===== config.mk =====
export PLATFORM = sky130hd
export DESIGN_NAME = instruction_fetch_unit
export DESIGN_NICKNAME = d
export VERILOG_FILES = /design/src/rtl/instruction_fetch_unit.sv
export SDC_FILE = /design/constraint.sdc
export NUM_CORES = 1
export LEC_CHECK = 0
export BUFFER_PORTS_ARGS = -buffer_cell sky130_fd_sc_hd__buf_2
export CAP_MARGIN = 0
export CORE_UTILIZATION = 55
export DETAILED_ROUTE_END_ITERATION = 10
export HOLD_SLACK_MARGIN = 0.02
export MAX_ROUTING_LAYER = met4
export PLACE_DENSITY = 0.8
export SYNTH_ARGS = -nofsm -noshare
export SYNTH_HDL_FRONTEND = slang
export SYNTH_SLANG_ARGS = --single-unit
export TNS_END_PERCENT = 10

===== constraint.sdc =====
create_clock -name clk -period 3.1 [get_ports clk]
set_clock_uncertainty 0.15 [all_clocks]
set_input_delay 0.465 -clock clk [delete_from_list [all_inputs] [get_ports clk]]
set_output_delay 0.465 -clock clk [all_outputs]
set_load 0.01 [all_outputs]

===== src/rtl/instruction_fetch_unit.sv =====
// Fetch stage: PC register, single-outstanding imem requests, 2-entry instruction queue toward decode.
// Redirect flushes the queue; an in-flight fetch is drained (its word is dropped when it returns).
module instruction_fetch_unit #(
  parameter int             bus      = 32,
  parameter logic [bus-1:0] RESET_PC = '0
) (
  input  logic           clk,
  input  logic           rst_n,
  output logic           imem_req,
  output logic [bus-1:0] imem_addr,
  input  logic           imem_ack,
  input  logic           imem_rvalid,
  input  logic [31:0]    imem_rdata,
  input  logic           redirect,
  input  logic [bus-1:0] redirect_pc,
  output logic           instr_valid,
  output logic [31:0]    instr_out,
  output logic [bus-1:0] pc_out,
  input  logic           id_ready
);

  localparam logic [1:0] S_FETCH = 2'd0;
  localparam logic [1:0] S_WAIT  = 2'd1;
  localparam logic [1:0] S_DRAIN = 2'd2;

  localparam logic [bus-1:0] PC_STEP = bus'(4);

  logic [1:0]     state_q, state_d;
  logic [bus-1:0] pc_q, pc_d;
  logic [bus-1:0] req_pc_q, req_pc_d;
  logic [1:0]     cnt_q, cnt_d;
  logic [31:0]    e0_dat_q, e0_dat_d, e1_dat_q, e1_dat_d;
  logic [bus-1:0] e0_pc_q, e0_pc_d, e1_pc_q, e1_pc_d;
  logic           push, pop;

  // Request is gated by reset so nothing is issued during the reset cycle.
  assign imem_req    = rst_n && (state_q == S_FETCH) && (cnt_q < 2'd2) && !redirect;
  assign imem_addr   = pc_q;
  assign instr_valid = (cnt_q != 2'd0);
  assign instr_out   = e0_dat_q;
  assign pc_out      = e0_pc_q;
  assign pop         = instr_valid && id_ready;

  always_comb begin
    state_d  = state_q;
    pc_d     = pc_q;
    req_pc_d = req_pc_q;
    cnt_d    = cnt_q;
    e0_dat_d = e0_dat_q;
    e0_pc_d  = e0_pc_q;
    e1_dat_d = e1_dat_q;
    e1_pc_d  = e1_pc_q;
    push     = 1'b0;

    if (redirect) begin
      pc_d    = {redirect_pc[bus-1:2], 2'b00};
      cnt_d   = 2'd0;
      state_d = (state_q == S_WAIT && !imem_rvalid) ? S_DRAIN : S_FETCH;
    end else begin
      case (state_q)
        S_FETCH: begin
          if (imem_req && imem_ack) begin
            req_pc_d = pc_q;
            pc_d     = pc_q + PC_STEP;
            state_d  = S_WAIT;
          end
        end
        S_WAIT: begin
          if (imem_rvalid) begin
            push    = 1'b1;
            state_d = S_FETCH;
          end
        end
        S_DRAIN: begin
          if (imem_rvalid) state_d = S_FETCH;
        end
        default: state_d = S_FETCH;
      endcase

      // Entry 0 is always the head; a pop shifts entry 1 down.
      if (push && pop) begin
        if (cnt_q == 2'd1) begin
          e0_dat_d = imem_rdata;
          e0_pc_d  = req_pc_q;
        end else begin
          e0_dat_d = e1_dat_q;
          e0_pc_d  = e1_pc_q;
          e1_dat_d = imem_rdata;
          e1_pc_d  = req_pc_q;
        end
      end else if (push) begin
        if (cnt_q == 2'd0) begin
          e0_dat_d = imem_rdata;
          e0_pc_d  = req_pc_q;
        end else begin
          e1_dat_d = imem_rdata;
          e1_pc_d  = req_pc_q;
        end
        cnt_d = cnt_q + 2'd1;
      end else if (pop) begin
        e0_dat_d = e1_dat_q;
        e0_pc_d  = e1_pc_q;
        cnt_d    = cnt_q - 2'd1;
      end
    end
  end

  always_ff @(posedge clk) begin
    if (!rst_n) begin
      state_q  <= S_FETCH;
      pc_q     <= RESET_PC;
      req_pc_q <= '0;
      cnt_q    <= 2'd0;
      e0_dat_q <= '0;
      e0_pc_q  <= '0;
      e1_dat_q <= '0;
      e1_pc_q  <= '0;
    end else begin
      state_q  <= state_d;
      pc_q     <= pc_d;
      req_pc_q <= req_pc_d;
      cnt_q    <= cnt_d;
      e0_dat_q <= e0_dat_d;
      e0_pc_q  <= e0_pc_d;
      e1_dat_q <= e1_dat_d;
      e1_pc_q  <= e1_pc_d;
    end
  end

endmodule


## Word-level counts from Yosys, hierarchy flattened

Cells that the tools add are included.

| cells by class | value |
|---|---|
| mux-type cells | 31 |
| add/sub/neg operators | 3 |
| $lt $le $gt $ge | 1 |
| bitwise operators | 3 |
| eq/ne operators | 8 |
| reductions and logical operators | 26 |

Operators with widths:

| kind | count |
|---|---|
| 32-bit 2-to-1 mux | 21 |
| 32-bit by 3-bit adder with 32-bit output, second input constant | 1 |
| 2-bit 2-to-1 mux | 6 |
| 2-bit nonzero test | 5 |
| 2-bit AND reduction | 4 |
| 1-bit logical AND | 7 |
| 3-bit AND reduction | 2 |
| 2-bit by 1-bit equality test with 1-bit output, second input constant | 2 |
| 2-bit zero test | 2 |
| 2-bit inequality test, second input constant | 2 |
| 2-bit case mux with 2 select lines | 1 |
| 4-bit AND reduction | 1 |
| 2-bit OR reduction | 2 |
| 1-bit 2-to-1 mux | 3 |
| 3-bit by 1-bit inequality test with 1-bit output, second input constant | 1 |
| 3-bit by 2-bit inequality test with 1-bit output, second input constant | 1 |
| 3-bit inequality test, second input constant | 1 |
| 1-bit NOT | 3 |
| 3-bit nonzero test | 1 |
| 2-bit by 1-bit adder with 2-bit output, second input constant | 1 |
| 2-bit equality test, second input constant | 1 |
| 1-bit zero test | 2 |
| 2-bit less-than comparator, second input constant | 1 |
| 2-bit by 1-bit subtractor with 2-bit output, second input constant | 1 |

| word-level totals | value |
|---|---|
| bits of input ports | 70 |
| register bits after elaboration | 196 |

## Longest topological paths before layout

Gate-level depths: netlist of the first run.

| depth | value |
|---|---|
| word-level depth | 8 |
| gate-level depth with buffers | 10 |

## Worst setup path after synthesis of the first run

OpenSTA, ideal clock, no wires.

| timing | value |
|---|---|
| path type | reg-to-reg |
| start point | register state_q[1] |
| end point | register e1_dat_q[10] |
| stages on the path, launching flop included | 10 |
| slack | 0.746 ns |
| arrival time | 2.134 ns |
| data required time | 2.880 ns |
| library setup time | 0.070 ns |
| path through | dfxtp_1 inv_1 ha_1 and2_1 ha_1 nand3b_1 a211oi_1 clkbuf_1 nand2_1 a21oi_1 |

| on the way | value |
|---|---|
| longest elaborated chain between the ends | 6 |
| elaborated cells on any way between the ends | 9 |
| those cells by class | eq/ne (3); mux (3); reduce/logical (3) |

RTL lines:

| what | line | source |
|---|---|---|
| start: declaration | 28 | `logic [1:0] state_q, state_d;` |
| start signal: assignment | 119 | `state_q <= state_d;` |
| 2-bit by 1-bit equality test with 1-bit output (*) | 60 | `case (state_q)` |
| 1-bit 2-to-1 mux (*) | 60 |  |
| 1-bit 2-to-1 mux (*) | 55 | `if (redirect) begin` |
| 1-bit logical AND | 81 | `if (push && pop) begin` |
| 2-bit inequality test (no source line) or 2-bit nonzero test (tied branches) | - |  |
| 4-bit AND reduction (no source line) | - |  |
| end signal: assignment | 125 | `e1_dat_q <= e1_dat_d;` |
| end: declaration | 32 | `logic [31:0] e0_dat_q, e0_dat_d, e1_dat_q, e1_dat_d;` |

Every way passes the cells marked *; elsewhere a longest branch is shown, timed or not. The select of a mux whose other input is x is not followed.
A chain may end at the register's enable or synchronous reset.

## Worst setup path in the final report of the first run

| timing | value |
|---|---|
| start point | register cnt_q[1] |
| end point | register e0_pc_q[8] (netlist: pc_out[8]) |

| on the way | value |
|---|---|
| longest elaborated chain between the ends | 5 |
| elaborated cells on any way between the ends | 10 |
| those cells by class | eq/ne (2); mux (2); reduce/logical (6) |

RTL lines:

| what | line | source |
|---|---|---|
| start: declaration | 31 | `logic [1:0] cnt_q, cnt_d;` |
| start signal: assignment | 122 | `cnt_q <= cnt_d;` |
| 2-bit nonzero test | 39 | `assign instr_valid = (cnt_q != 2'd0);` |
| 1-bit logical AND | 42 | `assign pop = instr_valid && id_ready;` |
| 1-bit logical AND | 81 |  |
| 3-bit inequality test (no source line) or 3-bit nonzero test (tied branches) | - |  |
| 3-bit AND reduction (no source line) | - |  |
| end signal: assignment | 124 | `e0_pc_q <= e0_pc_d;` |
| end: declaration | 33 | `logic [bus-1:0] e0_pc_q, e0_pc_d, e1_pc_q, e1_pc_d;` |

Parallel ways exist; a longest one is shown, timed or not.

==> metrics.cfg, run 1 <==
[placed_design]
portBuffers = 161
preCtsSetupSlack_ps = 404.4
dp_hpwl_um = 12770
place_area_sq_um = 8960
place_congestion = 0.8372

[logic_synthesis]
ys_types = 51
synth-seq-area-share_pct = 47.22
synth_top_area_share_pct = 47.22
synth_warnings = 0
synth_top_area_cell = dfxtp_1
synth_edf_count = 0
avgSynthCellArea_sq_um = 8.363
syn-instance-count = 953
synth_seq_cells = 188
yosys.cell_count.top_type = nand2_1
ys.flop_type = dfxtp_1
ys_top_cells_by_count = nand2_1, dfxtp_1, a21oi_1
ys_async_sr_fraction_pct = 0
syn_area_sq_um = 7970
synth_area_leaders = dfxtp_1, nand2_1, mux2i_1

[timing]
report.final.slew_viol_count = 0
fin_crit_sh_pct = 87.99
worst_slack_ps = 372.3
setup-violations-final = 0
setup_tns_ps = 0
whs_ps = 130.3
hold_viol = 0
tightest_slew_ps = 555.0
finalCriticalPeriod_ps = 2728
rsz0062_at_grt = false
slew_headroom_pct = 63.00
fmax_ghz = 0.3666

[critical_path]
path_cells = inv_1 > ha_1 > nor2b_1 > ha_1 > nand3b_1 > a21boi_4 > buf_12 > mux2i_1 > a211oi_1
rr_endpoint = pc_out[8]
rr_worst_depth = 9
crit_arrival_ps = 2910
slowest_stage = dfxtp_1
r2r-start = cnt_q[1]
worstSetupStartpointType = flop
r2r_setup_slack_ps = 370
slowest_delay_ps = 370
cp-end-kind = flop
crit_top_cell = ha_1
cp_max_fo = 52
cp.required_ps = 3280
crit_type = reg2reg

[hold_path]
hold_path_end = e1_dat_q[4]
hp-class = in2reg
holdPathStages = 3
hold_start = imem_rdata[4]

[detailed_routing]
dr.pass1.iters = 5
via_count = 7104
viasPerCell = 5.585
drc_errors = 0
drt-initial-drc-count = 547
totalWireLength_um = 19150
avgRoutedWirePerCell_um = 15.06
antenna_left = 0

[status]
status = complete, no violations

[finish]
fin_area_sq_um = 9558
area_growth_pct = 19.92
drive_above_1_share_pct = 20.42
nNetsFinal = 1155
antennaDiodeCount = 0

[grt]
grt_max_degree = 71
grtUsageTotal_pct = 26.44
grt_pass1_vias = 6003
antenna_found_initial = 0
grt_first_pass_wirelength_um = 30130
grt-ovfl-total = 0

[floorplanning]
die_h_um = 122.4
rows = 43
die_w_um = 122.4
io_pins = 168
initial_utilization_pct = 56.98
dieArea_sq_um = 14980
core_sq_um = 13990

[cts]
clk_path_buf_depth = 2
cts_num_sinks = 188
cts_hold_buffers = 0
clk_pin_slew_ps = 70
htree_levels = 4
cts_setup_buffers = 0
cts_resized = 0
clkLatencyLatePin_ps = 430
cts_root_buf = clkbuf_16
cts_made_buffers = 17
cts_tree = done

[power]
p_leak_nw = 3.939
ir_drop_mv = 0.4282
powerDensity_nw_per_um2 = 532.5

[run]
drv_cap = 0

-- metrics by stage --
step                instances  utilization [%]  power, mW
CTS                      1272            68.33      5.118
detailed placement       1240            64.05      2.969
finish                   1272            68.33      5.090
global route             1272            68.33      5.281
floorplan                 956                -      2.804
global placement         1240            64.05      2.961
-- logic make-up (layout without fill, tap and decap cells) --
family                     after synthesis  in the layout  share of synthesized area (%)
and+or+nand+nor                        359            359                          19.98
AOI/OAI and AO/OA                      230            230                          17.66
DFF                                    188            188                          47.22
buffers and inverters                   92            228                          4.662
muxes                                   65             65                          8.163
xor gates and xnor gates                12             12                          1.319
adders and majority gates                6              6                         0.9419
other                                    1              4                        0.04705
-- power breakdown --
group | leakage (nW) | total [mW] | internal, mW | switching [mW]
Clock | 0.296 | 2.17 | 1.27 | 0.898
Sequential | 1.52 | 2.54 | 2.47 | 0.0697
Combinational | 2.12 | 0.377 | 0.154 | 0.223
Total | 3.94 | 5.09 | 3.90 | 1.19
-- per-layer routing --
layer  part of all wire, %  track usage [%]
met3                   5.9            4.926
met1                    46            36.12
met5                     0                -
met4                   1.4            7.012
met2                    47            40.06
-- cells in the final DEF, fill, tap and decap left out, types with 2 or more instances in the layout --
cell and count:
a211o_1 3, a211oi_1 64, a21o_1 2, a21oi_1 104
a311oi_1 2, a31oi_1 13, and2_1 5, and3_1 4
buf_12 6, buf_2 161, buf_4 14, bufinv_16 2
clkbuf_16 17, clkbuf_8 4, clkinv_2 4, clkinv_4 3
conb_1 4, dfxtp_1 188, ha_1 6, inv_1 13
mux2i_1 65, nand2_1 200, nand2b_1 5, nand3_1 15
nand3b_1 3, nand4_1 9, nor2_1 71, nor2b_1 3
nor3_1 6, nor4_1 10, o211ai_1 3, o21ai_0 24
o31ai_1 6, or3_1 8, or4_1 10, xnor2_1 9
xor2_1 3
-- worst max-delay path, delay by kind of cell, from the launching register on --
family	cells	cell delay, ps
AOI/OAI and AO/OA	2	520
muxes	1	150
buffers and inverters	2	440
adders and majority gates	2	530
and+or+nand+nor	2	430
DFF	1	370
-- worst max-delay path by stage --
stage / startpoint / to / slack, ps / depth (start not counted)
final: cnt_q[1] / pc_out[8] / 370 / 9
after global routing: cnt_q[1] / pc_out[8] / 130 / 9
after CTS: cnt_q[1] / pc_out[8] / 350 / 9
after detailed placement: cnt_q[1] / instr_out[30] / 400 / 9
after global placement: cnt_q[1] / pc_out[30] / 440 / 9
after floorplan: state_q[1] / e1_dat_q[10] / 750 / 9
-- flip-flops by register name (all words and copies together), names as in the netlist --
signal / count
state_q: 2
e1_dat_q: 32
imem_addr: 30
e1_pc_q: 30
req_pc_q: 30
cnt_q: 2
instr_out: 32
pc_out: 30
-- layout make-up --
| cell class | count | area, sq um |
|---|---|---|
| Multi-Input combinational cell | 676 | 3881 |
| Inverter | 15 | 58.81 |
| Clock inverter | 10 | 113.9 |
| Timing Repair Buffer | 181 | 1031 |
| Clock buffer | 22 | 484.2 |
| Sequential cell | 188 | 3764 |
| Fill cell | 1185 | 4431 |
| Tap cell | 180 | 225.2 |
Power figures use the tool's default switching activity.
==> run 2, diff against run 1 <==
--- a/config.mk
+++ b/config.mk
@@ -7,6 +7,7 @@
 export LEC_CHECK = 0
 export BUFFER_PORTS_ARGS = -buffer_cell sky130_fd_sc_hd__buf_2
 export CAP_MARGIN = 0
+export CORE_ASPECT_RATIO = 0.7
 export CORE_UTILIZATION = 55
 export DETAILED_ROUTE_END_ITERATION = 10
 export HOLD_SLACK_MARGIN = 0.02
==> run 2 against run 1 <==
Compared with the run above:
- fmax down 3.1%
- largest cell class unchanged
- count of clock-buffer cells in the layout decreased by 3
- critical path type unchanged
- cell area hardly changed
==> metrics.cfg, run 2 (synthesis results as in run 1) <==
[cts]
clk_pin_slew_ps = 70  ; about the same
cts_tree = done
cts_hold_buffers = 0  ; unchanged
cts_setup_buffers = 0  ; unchanged
htree_levels = 4  ; unchanged
cts_resized = 0  ; unchanged
cts_num_sinks = 188  ; unchanged
cts_made_buffers = 17  ; unchanged
clk_path_buf_depth = 2  ; unchanged
cts_root_buf = clkbuf_16
clkLatencyLatePin_ps = 430  ; about the same

[timing]
hold_viol = 0  ; unchanged
whs_ps = 129.2  ; -1.117 ps
worst_slack_ps = 284.3  ; -87.93 ps
report.final.slew_viol_count = 0  ; unchanged
rsz0062_at_grt = false
setup_tns_ps = 0  ; unchanged
fmax_ghz = 0.3552  ; -3.1%
tightest_slew_ps = 700.8  ; +145.8 ps
fin_crit_sh_pct = 90.83  ; +2.8 points
finalCriticalPeriod_ps = 2816  ; +87.93 ps
setup-violations-final = 0  ; unchanged
slew_headroom_pct = 53.28  ; -9.7 points

[finish]
layout_common_cells = nand2_1, dfxtp_1, buf_2
nNetsFinal = 1156  ; +0.087%
area_growth_pct = 19.97  ; about the same
fin_area_sq_um = 9562  ; about the same
drive_above_1_share_pct = 20.59  ; +0.16 points
fillCellCount = 1143  ; -3.5%
final_common_cell = nand2_1
antennaDiodeCount = 0  ; unchanged

[floorplanning]
rows = 36  ; -16%
die_w_um = 145.9  ; +19%
die_h_um = 102.7  ; -16%
dieArea_sq_um = 14980  ; about the same
io_pins = 168  ; unchanged
core_sq_um = 14010  ; +0.14%
initial_utilization_pct = 56.90  ; -0.081 points

[detailed_routing]
drc_errors = 0  ; unchanged
avgRoutedWirePerCell_um = 15.26  ; +1.3%
viasPerCell = 5.648  ; +1.1%
totalWireLength_um = 19580  ; +2.2%
dr.pass1.iters = 4  ; -1
drt-initial-drc-count = 514  ; -6.0%
via_count = 7246  ; +2.0%
antenna_left = 0  ; unchanged

[power]
ir_drop_mv = 0.3829  ; -11%
powerDensity_nw_per_um2 = 537.4  ; +0.91%
p_leak_nw = 3.932  ; -0.17%

[status]
status = complete, no violations

[critical_path]
cp.required_ps = 3280  ; about the same
cp-end-kind = flop
crit_arrival_ps = 3000  ; +90 ps
cp_max_fo = 62  ; +19%
crit_type = reg2reg
worstSetupStartpointType = flop

[grt]
grt-ovfl-total = 0  ; unchanged
grt_first_pass_wirelength_um = 31450  ; +4.4%
grt_pass1_vias = 6441  ; +7.3%
antenna_found_initial = 0  ; unchanged
grtUsageTotal_pct = 27.02  ; +0.58 points
grt_max_degree = 96  ; +35%

[placed_design]
dp_hpwl_um = 13040  ; +2.1%
place_congestion = 0.8691  ; +3.8%
place_area_sq_um = 8955  ; about the same
portBuffers = 161  ; unchanged
preCtsSetupSlack_ps = 319.0  ; -85.40 ps

[run]
drv_cap = 0  ; unchanged

[hold_path]
hp-class = in2reg

## run 2: final cells by class
| cell class | count | area (sq um) | share of cell area, % |
|---|---|---|---|
| Clock buffer | 19 | 452.9 | 4.737 |
| Clock inverter | 13 | 153.9 | 1.610 |
| Inverter | 15 | 58.81 | 0.6150 |
| Multi-Input combinational cell | 676 | 3881 | 40.59 |
| Sequential cell | 188 | 3764 | 39.36 |
| Tap cell | 190 | 237.7 | 2.486 |
| Timing Repair Buffer | 182 | 1013 | 10.60 |
## run 2: through the flow
step | util [%] | power [mW] | cells
3_3_place_gp | 63.92 | 2.961 | 1251
6_report | 68.26 | 5.138 | 1283
4_1_cts | 68.26 | 5.163 | 1283
3_5_place_dp | 63.92 | 2.968 | 1251
2_1_floorplan | - | 2.804 | 956
5_1_grt | 68.26 | 5.304 | 1283
## run 2: path summary, 6_finish.rpt
path / from / end / slack, ps / cells past startpoint
hold / removal: imem_rdata[27] / e1_dat_q[27] / 130 / 3
hold reg to reg: e1_pc_q[26] / e1_pc_q[26] / 300 / 2
setup / recovery: cnt_q[1] / e1_pc_q[5] / 280 / 9
setup reg to reg: cnt_q[1] / e1_pc_q[5] / 280 / 9
## run 2: where the power goes
part	total, mW	switching (mW)	leakage, nW	internal, mW
clock	2.22	0.969	0.290	1.25
combinational	0.377	0.225	2.12	0.152
sequential	2.54	0.0673	1.52	2.47
## run 2: worst max-delay path, cell delays in order, from the launching register on
cell and delay, ps:
dfxtp_1 380, inv_1 90, ha_1 270, nor2b_1 230, ha_1 280, nand3b_1 250
a211o_2 170, buf_4 550, nand2_1 120, a21oi_1 220
## run 2: metal layers
| layer | part of all wire, % | global-route usage [%] | vias to the layer above |
|---|---|---|---|
| li1 | - | - | 3580 |
| met1 | 45 | 34.80 | 3367 |
| met2 | 46 | 42.95 | 264 |
| met3 | 7.3 | 4.735 | 35 |
| met4 | 1.8 | 10.04 | 0 |
| met5 | 0 | - | - |
==> run 3, diff against run 2 <==
--- a/config.mk
+++ b/config.mk
@@ -12,7 +12,7 @@
 export DETAILED_ROUTE_END_ITERATION = 10
 export HOLD_SLACK_MARGIN = 0.02
 export MAX_ROUTING_LAYER = met4
-export PLACE_DENSITY = 0.8
+export PLACE_DENSITY = 0.81
 export SYNTH_ARGS = -nofsm -noshare
 export SYNTH_HDL_FRONTEND = slang
 export SYNTH_SLANG_ARGS = --single-unit
==> run 3 against run 2 <==
Compared with the run above:
- count of clock-buffer cells in the layout shrank 1
- setup slack gained 15 ps
- cell area shrank 0.59%
- fmax grew 0.52%
- largest cell class unchanged
- highest routed layer unchanged
==> metrics.cfg, run 3 (synthesis results as in run 1) <==
[status]
status = complete, no violations

[floorplanning]
core_sq_um = 14010  ; unchanged
initial_utilization_pct = 56.90  ; unchanged
io_pins = 168  ; unchanged
dieArea_sq_um = 14980  ; unchanged
rows = 36  ; unchanged
die_h_um = 102.7  ; unchanged
die_w_um = 145.9  ; unchanged

[placed_design]
place_congestion = 0.8952  ; +3.0%
portBuffers = 161  ; unchanged
dp_hpwl_um = 12790  ; -2.0%

[hold_path]
hp-class = in2reg

[finish]
layout_common_cells = nand2_1, dfxtp_1, buf_2
drive_above_1_share_pct = 20.44  ; -0.15 points
nNetsFinal = 1154  ; -0.17%
area_growth_pct = 19.26
final_common_cell = nand2_1

[cts]
cts_made_buffers = 17  ; unchanged
clk_path_buf_depth = 2  ; unchanged
cts_setup_buffers = 0  ; unchanged
cts_resized = 0  ; unchanged
cts_root_buf = clkbuf_16
htree_levels = 4  ; unchanged
clk_pin_slew_ps = 80  ; about the same
cts_num_sinks = 188  ; unchanged
cts_tree = done
cts_hold_buffers = 0  ; unchanged
clkLatencyLatePin_ps = 430  ; about the same

[grt]
grt-ovfl-total = 0  ; unchanged
antenna_found_initial = 0  ; unchanged
grtUsageTotal_pct = 27.76  ; +0.74 points
grt_max_degree = 156  ; +63%
grt_pass1_vias = 6551  ; +1.7%
grt_first_pass_wirelength_um = 32350  ; +2.9%

[timing]
fmax_ghz = 0.3570  ; +0.52%
setup-violations-final = 0  ; unchanged
finalCriticalPeriod_ps = 2801  ; -14.65 ps
slew_headroom_pct = 52.48  ; -0.80 points
whs_ps = 124.6  ; -4.585 ps
hold_viol = 0  ; unchanged
tightest_slew_ps = 712.8  ; +12.05 ps
fin_crit_sh_pct = 90.36  ; -0.47 points
report.final.slew_viol_count = 0  ; unchanged
setup_tns_ps = 0  ; unchanged
rsz0062_at_grt = false

[critical_path]
cp.required_ps = 3310  ; +30 ps
cp_max_fo = 62  ; unchanged
cp-end-kind = flop
worstSetupStartpointType = flop
crit_type = reg2reg
crit_arrival_ps = 3010  ; about the same

[detailed_routing]
totalWireLength_um = 19680  ; +0.53%
avgRoutedWirePerCell_um = 15.35  ; +0.61%
viasPerCell = 5.653  ; about the same
drt-initial-drc-count = 582  ; +13%
drc_errors = 0  ; unchanged
antenna_left = 0  ; unchanged
via_count = 7247  ; +0.014%
dr.pass1.iters = 5  ; +1

[power]
ir_drop_mv = 0.3673  ; -4.1%
p_total_mw = 5.017  ; -2.4%
powerDensity_nw_per_um2 = 527.8  ; -1.8%
p_leak_nw = 3.906  ; -0.67%

[run]
drv_cap = 0  ; unchanged

-- run 3: routing by layer --
| metal | vias up | routed length (um) | GRT usage, % |
|---|---|---|---|
| met1 | 3362 | 8859 | 35.89 |
| met3 | 28 | 1456 | 5.310 |
| met5 | - | 0 | - |
| met2 | 272 | 9087 | 44.61 |
| met4 | 0 | 275 | 7.935 |
| li1 | 3585 | - | - |
-- run 3: final timing paths --
path                   from            to  slack (ps)  cells past startpoint
max                cnt_q[1]   e1_pc_q[17]         300                      9
min          imem_rdata[23]  e1_dat_q[23]         120                      3
max reg2reg        cnt_q[1]   e1_pc_q[17]         300                      9
min reg2reg      e1_pc_q[4]    e1_pc_q[4]         300                      2
-- run 3: area by class of cell --
cell class | instances | area, sq um
Fill cell | 1180 | 4503
Multi-Input combinational cell | 676 | 3881
Sequential cell | 188 | 3764
Timing Repair Buffer | 180 | 998.5
Clock buffer | 18 | 439.2
Tap cell | 190 | 237.7
Clock inverter | 14 | 123.9
Inverter | 15 | 58.81
Antenna cell | 1 | 2.502
-- run 3: critical path, cell delays in order, from the launching register on --
cell,delay [ps]
dfxtp_1,380
inv_1,100
ha_1,270
nor2b_1,260
ha_1,290
nand3b_1,230
a211o_2,160
buf_4,560
nand2_1,150
a21oi_1,160
-- run 3: metrics by stage --
| stage | area, sq um | cells | worst slack [ps] | util [%] |
|---|---|---|---|---|
| 2_1_floorplan | 7981 | 956 | 745.7 | - |
| 3_3_place_gp | 8940 | 1249 | 419.5 | 63.82 |
| 3_5_place_dp | 8940 | 1249 | 348.9 | 63.82 |
| 4_1_cts | 9503 | 1281 | 300.2 | 67.84 |
| 5_1_grt | 9503 | 1281 | 33.62 | 67.84 |
| 6_report | 9505 | 1282 | 299.0 | 67.85 |
-- run 3: power by group --
group | internal, mW | switching [mW]
logic | 0.151 | 0.224
clock network | 1.08 | 1.02
registers | 2.47 | 0.0678
total | 3.71 | 1.31
